--- config.mk ---
export PLATFORM = sky130hd
export DESIGN_NAME = audio_rate_gen
export DESIGN_NICKNAME = d
export VERILOG_FILES = /design/src/rtl/audio_rate_gen.sv
export SDC_FILE = /design/constraint.sdc
export NUM_CORES = 1
export LEC_CHECK = 0
export CORE_UTILIZATION = 40
export CTS_CLUSTER_DIAMETER = 50
export DETAILED_ROUTE_END_ITERATION = 6
export PLACE_DENSITY = 0.66
export SLEW_MARGIN = 5
export SYNTH_ARGS = -nofsm -noshare
export SYNTH_HDL_FRONTEND = slang
export SYNTH_SLANG_ARGS = --single-unit
--- constraint.sdc ---
create_clock -name clk -period 2.3 [get_ports clk]
set_input_delay 0.345 -clock clk [delete_from_list [all_inputs] [get_ports clk]]
set_output_delay 0.345 -clock clk [all_outputs]
set_load 0.1 [all_outputs]
--- src/rtl/audio_rate_gen.sv ---
// Fractional sample-rate tick generator with optional SOF-period measurement
// in 10.14 format (enabled by defining AUDIO_RATE_MEAS_EN).
module audio_rate_gen #(
    parameter int ACC_W = 24
) (
    input  logic             clk,
    input  logic             rst_n,
    input  logic             en,
    input  logic [ACC_W-1:0] inc_val,
    input  logic             inc_load,
    output logic             tick,
    input  logic             sof,
    output logic [23:0]      meas_val,
    output logic             meas_stb
);

    logic [ACC_W-1:0] inc_q, inc_d;
    logic [ACC_W-1:0] acc_q, acc_d;
    logic             tick_q, tick_d;
    logic [ACC_W:0]   sum_s;

    // Phase accumulation; the load cycle still accumulates with the old increment.
    always_comb begin
        sum_s  = {1'b0, acc_q} + {1'b0, inc_q};
        inc_d  = inc_q;
        acc_d  = acc_q;
        tick_d = 1'b0;
        if (inc_load) begin
            inc_d = inc_val;
        end else begin
            inc_d = inc_q;
        end
        if (en) begin
            acc_d  = sum_s[ACC_W-1:0];
            tick_d = sum_s[ACC_W];
        end else begin
            acc_d  = {ACC_W{1'b0}};
            tick_d = 1'b0;
        end
    end

    // Tick generator state
    always_ff @(posedge clk or negedge rst_n) begin
        if (!rst_n) begin
            inc_q  <= {ACC_W{1'b0}};
            acc_q  <= {ACC_W{1'b0}};
            tick_q <= 1'b0;
        end else begin
            inc_q  <= inc_d;
            acc_q  <= acc_d;
            tick_q <= tick_d;
        end
    end

    assign tick = tick_q;

`ifdef AUDIO_RATE_MEAS_EN
    logic [9:0]  tcnt_q, tcnt_d;
    logic [23:0] snap_prev_q, snap_prev_d;
    logic        first_q, first_d;
    logic [23:0] meas_val_q, meas_val_d;
    logic        meas_stb_q, meas_stb_d;
    logic [23:0] snap_s;

    // Snapshot uses post-update values so a carry on the SOF cycle closes into this frame.
    always_comb begin
        tcnt_d      = tcnt_q;
        snap_prev_d = snap_prev_q;
        first_d     = first_q;
        meas_val_d  = meas_val_q;
        meas_stb_d  = 1'b0;
        if (en && sum_s[ACC_W]) begin
            tcnt_d = tcnt_q + 10'd1;
        end else begin
            tcnt_d = tcnt_q;
        end
        snap_s = {tcnt_d, acc_d[ACC_W-1 -: 14]};
        if (sof) begin
            if (!first_q) begin
                meas_val_d = snap_s - snap_prev_q;
                meas_stb_d = 1'b1;
            end else begin
                meas_stb_d = 1'b0;
            end
            snap_prev_d = snap_s;
            first_d     = 1'b0;
        end else begin
            snap_prev_d = snap_prev_q;
        end
        // While disabled the phase is meaningless, so the next SOF must re-prime.
        if (!en) begin
            first_d = 1'b1;
        end else begin
            first_d = first_d;
        end
    end

    // Measurement state
    always_ff @(posedge clk or negedge rst_n) begin
        if (!rst_n) begin
            tcnt_q      <= 10'd0;
            snap_prev_q <= 24'd0;
            first_q     <= 1'b1;
            meas_val_q  <= 24'd0;
            meas_stb_q  <= 1'b0;
        end else begin
            tcnt_q      <= tcnt_d;
            snap_prev_q <= snap_prev_d;
            first_q     <= first_d;
            meas_val_q  <= meas_val_d;
            meas_stb_q  <= meas_stb_d;
        end
    end

    assign meas_val = meas_val_q;
    assign meas_stb = meas_stb_q;
`else
    logic unused_sof_s;

    assign unused_sof_s = sof;
    assign meas_val     = 24'd0;
    assign meas_stb     = 1'b0;
`endif

endmodule

# --- Yosys cells after proc, flatten, opt, wreduce, memory -nomap -nowiden ---
# Index checks and enable logic that the tools add are counted.
word_totals:
  regBits: 49
  latchBits: 0
  ram_bits: 0
  mem_bits_ro: 0
  input_bits: 29
  out_inout_bits: 26
  mem_count: 0
op_classes:
  addsub: 1
  mul: 0
  div_mod_pow: 0
  order_cmp: 0
  n_eq_ne: 0
  shift: 0
  mux: 2
  n_bitwise: 0
  n_reduce_logical: 0
op_table:
  columns: ["operator", "n"]
  rows:
  - ["$add A24 B24 Y25", 1]
  - ["$mux W24", 1]
  - ["$mux W1", 1]

# --- Longest topological paths before layout ---
# Gate-level depths: netlist of the first run.
depth:
  depth_word: 2
  ltp_mapped: 8
  depth_no_buf: 8

# --- Worst setup path before layout of the first run ---
# No wires, ideal clock.
synth_timing:
  kind: "flip-flop to flip-flop"
  from: "reg inc_q[0]"
  to: "reg acc_q[18]"
  t_arrival_ns: 2.184
  required_ns: 2.221
  slack_ns: 0.037
  stages_incl_launch_ff: 9
  synth_period_minus_slack_ns: 2.263
  path_cell_list: "dfrtp_1 -> ha_1 -> fa_1 -> a21o_1 -> a221oi_2 -> o22a_2 -> a21oi_2 -> a211oi_2 -> mux2i_1"
synth_via:
  elab_chain_len: 2
synth_lines:
  columns: ["element", "line", "text"]
  rows:
  - ["from (decl)", "17", "logic [ACC_W-1:0] inc_q, inc_d;"]
  - ["from (signal assigned)", "45", "inc_q <= {ACC_W{1'b0}};"]
  - ["from (signal assigned)", "49", "inc_q <= inc_d;"]
  - ["$add A24 B24 Y25", "24", "sum_s = {1'b0, acc_q} + {1'b0, inc_q};"]
  - ["$mux W24", "33", "if (en) begin"]
  - ["named net acc_d[18]", "18", "logic [ACC_W-1:0] acc_q, acc_d;"]
  - ["to (signal assigned)", "46", "acc_q <= {ACC_W{1'b0}};"]
  - ["to (decl)", "18", null]
# The timed path passes the listed nets, and every way through them passes these cells.
# A chain may end at the register's enable or synchronous reset.

# --- Worst setup path in the final report of the first run ---
layout_timing:
  from: "reg inc_q[0]"
  to: "reg acc_q[22]"
# The elaborated chain is that of the path after synthesis.

==> metrics, run 1 <==
power per cell area 1100 nW/um2; Clock Pin Slew Worst Setup and Hold Paths 0.09 ns; async set-or-reset flop fraction in the synthesized netlist 100%; number of synthesis warnings 0; post-synthesis sequential area ratio 38.4%; Max Freq 449 MHz; final wirelength 6020 um; required time reported for the critical path endpoint 2.53 ns; met2 GRT Util 23.1%; prevailing post-synth register cell dfrtp_1; clock tree from TritonCTS done; routability congestion estimate 0.865; number of synthesized flops with an enable pin 0; # DRC 0; number of buffers added by the clock tree synthesis step 5; utilization of the core after routing 47.7%; Slew Limit Fails 0; count of nets left with antenna violations after detail routing 0; met1 GRT Util 21.5%; die height 91.4 um; kind of critical path reg2reg; global-route wire length before repair 10000 um; Rows 32; Top-Level Pins 55; number of synthesized register bits 49; Design Power 4.07 mW; setup TNS 0 ns; CP delay by family, top compound AO/OA/AOI/OAI gates; mean number of vias per cell 5.00; TritonRoute pass-1 iters 4; # fillers 733; Initial Utilization 41.3%; number of setup violations in the final report 0; synth top area cells dfrtp_1, ha_1, mux2_2; Final Critical Period 2.23 ns; Data arrival, critical path 2.46 ns; final number of hold-violating endpoints 0; synthesis-to-layout area growth 15.5%; number of violations reported at the end of detailed-routing iteration 0 59; biggest area consumer among synthesized cells dfrtp_1; Wirelength per Cell 13.2 um; routed via count 2285; overall global routing resource usage 15.2%; sequential cell area in the final layout 1230 um2; biggest cell delay along the critical path 0.39 ns; remaining global-route overflow 0; cells after synthesis 313; cells traversed along the worst timing path ha_2, fa_2, a21o_1, a221oi_2, buf_4, o21ai_2, a21bo_1, a31oi_2, mux2i_1; startpoint type of the worst setup path flip-flop; Synth cell types 56; antenna violations before repair 0; peak ir drop on the vdd network 0.472 mV; type of the tightest min-delay check in2async; fraction of final layout cells sized beyond drive strength 1 20.0%; CP Max Fanout 4; kind of end point of the critical path flip-flop; Final Hold Slack 0.522 ns; final clock period utilization by the worst path 96.9%; WP buf/inv 1; vias in the first global route 2112; largest clock skew in the final design 0.00638 ns; outcome finished clean; largest net degree at the start of global routing 31; placed wire-length estimate 4440 um; Syn Area/Cell 10.2 um2; fraction of met3 tracks used by global routing 3.18%; Slowest-stage cell, CP dfrtp_1; area of the multi-input gates 1820 um2; count of maximum capacitance violations 0; Clock Tree Root clkbuf_8; r2r worst-path depth 9; Reg-to-Reg Start inc_q[0]; core area 7730 um2; endpoint of the worst-slack reg-to-reg timing path acc_q[22]; nets 408; unrepaired setup endpoints after global routing yes; later-pin clock latency in the skew report 0.31 ns; most crowded layer after global routing met2; count of antenna diodes in the layout 0; overall die width 91.4 um; cell area after technology mapping 3190 um2; total number of clock tree sinks 49; area enclosed by the die boundary 8350 um2; number of buffers between clock root and the deepest sink 2; number of port buffers 28; number of H-tree levels 2; setup slack, reg-to-reg 0.07 ns; leakage power 1.71 nW; top-area cell type share of the netlist area 38.4%
[sequential cells by signal (all words and copies together) (netlist names)]
register,count
inc_q,24
tick,1
acc_q,24
[power by group]
group          internal [mW]  total [mW]  switching [mW]
combinational          0.984        2.41            1.43
sequential              1.08        1.15          0.0758
clock                  0.211       0.499           0.287
total                   2.27        4.07            1.79
[how the worst max path moves through the flow]
stage	to	slack [ns]	start	cells past startpoint
after floorplan	acc_q[18]	0.04	inc_q[0]	8
after global placement	acc_q[18]	0.02	inc_q[0]	9
after detailed placement	acc_q[20]	-0.0006	inc_q[0]	9
after CTS	acc_q[20]	0.02	inc_q[0]	9
after global routing	acc_q[22]	-0.05	inc_q[0]	9
final	acc_q[22]	0.07	inc_q[0]	9
[layer usage]
metal  wire [um]  vias to the layer above
met1        3030                     1067
met5           0                        -
met2        2660                       61
met3         242                        9
li1            -                     1148
met4          93                        0
[final cells by class]
cell class,count,share of cell area [%]
sequential,49,33.2
timing repair buffer,46,11.5
tap,102,3.46
clock buffer,6,1.97
multi-input combinational,249,49.3
inverter,3,0.305
clock inverter,2,0.271
[worst register-to-register path, cell delays in order (launching register included)]
cell and delay, ns:
dfrtp_1 0.39, ha_2 0.20, fa_2 0.34, a21o_1 0.18, a221oi_2 0.21, buf_4 0.17, o21ai_2 0.08, a21bo_1 0.22
a31oi_2 0.17, mux2i_1 0.20
[per-stage QoR]
| step | cells | area (um2) | setup slack (ns) |
|---|---|---|---|
| floorplan | 337 | 3280 | 0.0365 |
| global placement | 445 | 3530 | 0.0217 |
| detailed placement | 445 | 3530 | -0.000612 |
| CTS | 454 | 3630 | 0.0185 |
| global route | 457 | 3690 | -0.0478 |
| finish | 457 | 3690 | 0.0708 |
[repair_timing]
action / CTS / global route
pin swaps: 2 / 1
endpoints found under the setup margin: 4 / 7
hold buffers: 1 / 0
endpoints found under the hold margin: 10 / 0
buffers inserted: 0 / 3
gates cloned: 0 / 0
resized for setup: 1 / 6
[cell families after synthesis]
logic type / count (synthesis) / share of synthesized area, %
compound gates: 74 / 16.8
xor+xnor: 14 / 3.84
fa+ha+maj: 25 / 10.0
buf+inv: 39 / 8.73
flops: 49 / 38.4
mux: 28 / 9.71
other cells: 1 / 0.117
simple gates: 83 / 12.3
[cell usage after synthesis (2+ instances only)]
master,instances
mux2i_1,4
a31oi_1,2
xor2_1,7
o21ai_0,5
buf_4,25
buf_6,5
nand2b_1,3
nand4_1,3
ha_1,24
clkbuf_1,5
o21bai_1,3
a21o_1,9
a21oi_1,22
dfrtp_1,49
nand2_2,2
a211oi_1,2
nor2_1,26
a21oi_2,3
nor3_1,6
and2_1,5
mux2_2,24
nand3_1,6
o21a_1,4
and3_1,3
inv_1,2
o21ai_2,2
o21ai_1,5
nand2_1,21
o41ai_2,2
xnor2_1,7
o211ai_1,2
[placed cells by master, fill, tap and decap left out, types with 2 or more instances in the layout]
cell             instances
dfrtp_1                 49
nor2_1                  26
clkdlybuf4s50_1         26
conb_1                  25
mux2_2                  24
ha_1                    23
a21oi_1                 22
nand2_1                 21
buf_4                   17
a21o_1                   9
xnor2_1                  7
xor2_1                   7
nand3_1                  6
nor3_1                   6
and2_1                   5
o21ai_1                  5
o21ai_0                  5
clkbuf_8                 5
o21a_1                   4
mux2i_1                  4
and3_1                   3
nand4_1                  3
nand2b_1                 3
o21bai_1                 3
inv_1                    2
a21oi_2                  2
a31oi_2                  2
a211oi_1                 2
o211ai_1                 2
nand2_2                  2
o41ai_2                  2
clkinv_2                 2
Power figures use the tool's default switching activity.
==> inputs of run 2 (changes only) <==
==> constraint.sdc (replaced) <==
create_clock -name clk -period 2.3 [get_ports clk]
set_input_delay 0.46 -clock clk [delete_from_list [all_inputs] [get_ports clk]]
set_output_delay 0.46 -clock clk [all_outputs]
set_load 0.1 [all_outputs]
==> run 2 against run 1 <==
Net effect: combinational power barely moved; wire length rose by 2.2%; clock power rose by 3%.
==> metrics, run 2 (synthesis results as in run 1) <==
routability congestion estimate 0.878; largest net degree at the start of global routing 31; power per cell area 1110 nW/um2; placed wire-length estimate 4640 um; Placement Cell Area 3530 um2; later-pin clock latency in the skew report 0.30 ns; Clock Pin Slew Worst Setup and Hold Paths 0.09 ns; mean number of vias per cell 5.10; number of port buffers 28; biggest cell delay along the critical path 0.39 ns; count of antenna diodes in the layout 0; synthesis-to-layout area growth 15.0%; final wirelength 6160 um; overall die width 91.4 um; number of violations reported at the end of detailed-routing iteration 0 81; Max Freq 455 MHz; required time reported for the critical path endpoint 2.53 ns; unrepaired setup endpoints after global routing yes; clock tree from TritonCTS done; TritonRoute pass-1 iters 4; number of H-tree levels 2; top library cells by usage in the layout, fill and taps aside dfrtp_1, nor2_1, clkdlybuf4s50_1; antenna violations before repair 0; count of nets left with antenna violations after detail routing 0; final instance count without filler cells 453; nets 405; outcome finished clean; Final WS setup 0.104 ns; utilization of the core after routing 47.5%; overall global routing resource usage 15.8%; vias in the first global route 2237; number of setup violations in the final report 0; cells traversed along the worst timing path ha_2, fa_2, a21o_1, a221oi_2, buf_4, o22a_4, a21oi_2, a211oi_2, mux2i_1; core area 7730 um2; number of cells in the design after placement 444; startpoint type of the worst setup path flip-flop; Wirelength per Cell 13.6 um; setup slack at placement -0.0245 ns; Top-Level Pins 55; number of buffers between clock root and the deepest sink 2; # DRC 0; routed via count 2312; count of maximum capacitance violations 0; area of the multi-input gates 1820 um2; Layout Cell Area excl Fill 3670 um2; kind of critical path reg2reg; largest clock skew in the final design 0.00547 ns; kind of end point of the critical path flip-flop; peak ir drop on the vdd network 0.460 mV; Slew Limit Fails 0; setup slack, reg-to-reg 0.10 ns; fraction of final layout cells sized beyond drive strength 1 19.7%; Final Critical Period 2.20 ns; final number of hold-violating endpoints 0; Rows 32; remaining global-route overflow 0; hold_buf cts 0; die height 91.4 um; total number of clock tree sinks 49; Slowest-stage cell, CP dfrtp_1; CP Max Fanout 3; number of buffers added by the clock tree synthesis step 5; most common cell after layout, fill and taps aside dfrtp_1; # fillers 716; Final Hold Slack 0.100 ns; area enclosed by the die boundary 8350 um2; Data arrival, critical path 2.43 ns; type of the tightest min-delay check in2async; global-route wire length before repair 10400 um; Clock Tree Root clkbuf_8; Initial Utilization 41.3%; leakage power 1.70 nW; final clock period utilization by the worst path 95.5%; sequential cell area in the final layout 1230 um2
[run 2: cell types whose count changed in the layout (fill, tap and decap cells not counted), sizes merged]
cell         change
buf              -2
clkbuf           +1
clkinv           -2
dlygate4sd3      -1
[run 2: what timing repair did]
item / 4_1_cts / 5_1_grt
endpoints found under the setup margin: 2 / 7
gates resized for setup: 1 / 8
pin swaps: 1 / 3
buffers inserted: 1 / 1
[run 2: final timing paths]
| path | startpoint | to | cells after the start |
|---|---|---|---|
| worst min-delay path | rst_n | inc_q[10] | 1 |
| worst max register to register | inc_q[0] | acc_q[18] | 9 |
| max in group asynchronous | rst_n | inc_q[18] | 2 |
| worst min register to register | inc_q[21] | inc_q[21] | 1 |
| min in group clk | inc_q[21] | inc_q[21] | 1 |
| worst max-delay path | inc_q[0] | acc_q[18] | 9 |
[run 2: layout make-up]
cell class                      instances  area share, %
Clock buffer                            7           2.35
Inverter                                3          0.307
Multi-Input combinational cell        249           49.6
Sequential cell                        49           33.4
Tap cell                              102           3.48
Timing Repair Buffer                   43           10.8
[run 2: critical path: cells and delay by family, from the launching register on]
family                     cells  cell delay (ns)
muxes                          1             0.20
AOI/OAI and AO/OA              5             0.84
DFF                            1             0.39
adders and majority gates      2             0.54
buffers and inverters          1             0.16
[run 2: power breakdown]
part | switching [mW] | internal [mW] | total [mW]
Combinational | 1.44 | 0.980 | 2.42
Clock | 0.275 | 0.239 | 0.514
Sequential | 0.0800 | 1.08 | 1.16
Total | 1.79 | 2.30 | 4.09
[run 2: layer usage]
metal,GRT usage [%],wire (um)
met5,0,0
met1,20.8,2880
met4,5.69,126
met3,2.85,268
met2,25.8,2890
[run 2: per-stage QoR]
stage	power [mW]	setup TNS, ns
global placement	3.45	0
finish	4.09	0
global route	4.41	-0.00157
CTS	4.04	0
detailed placement	3.48	-0.0245
floorplan	3.05	0
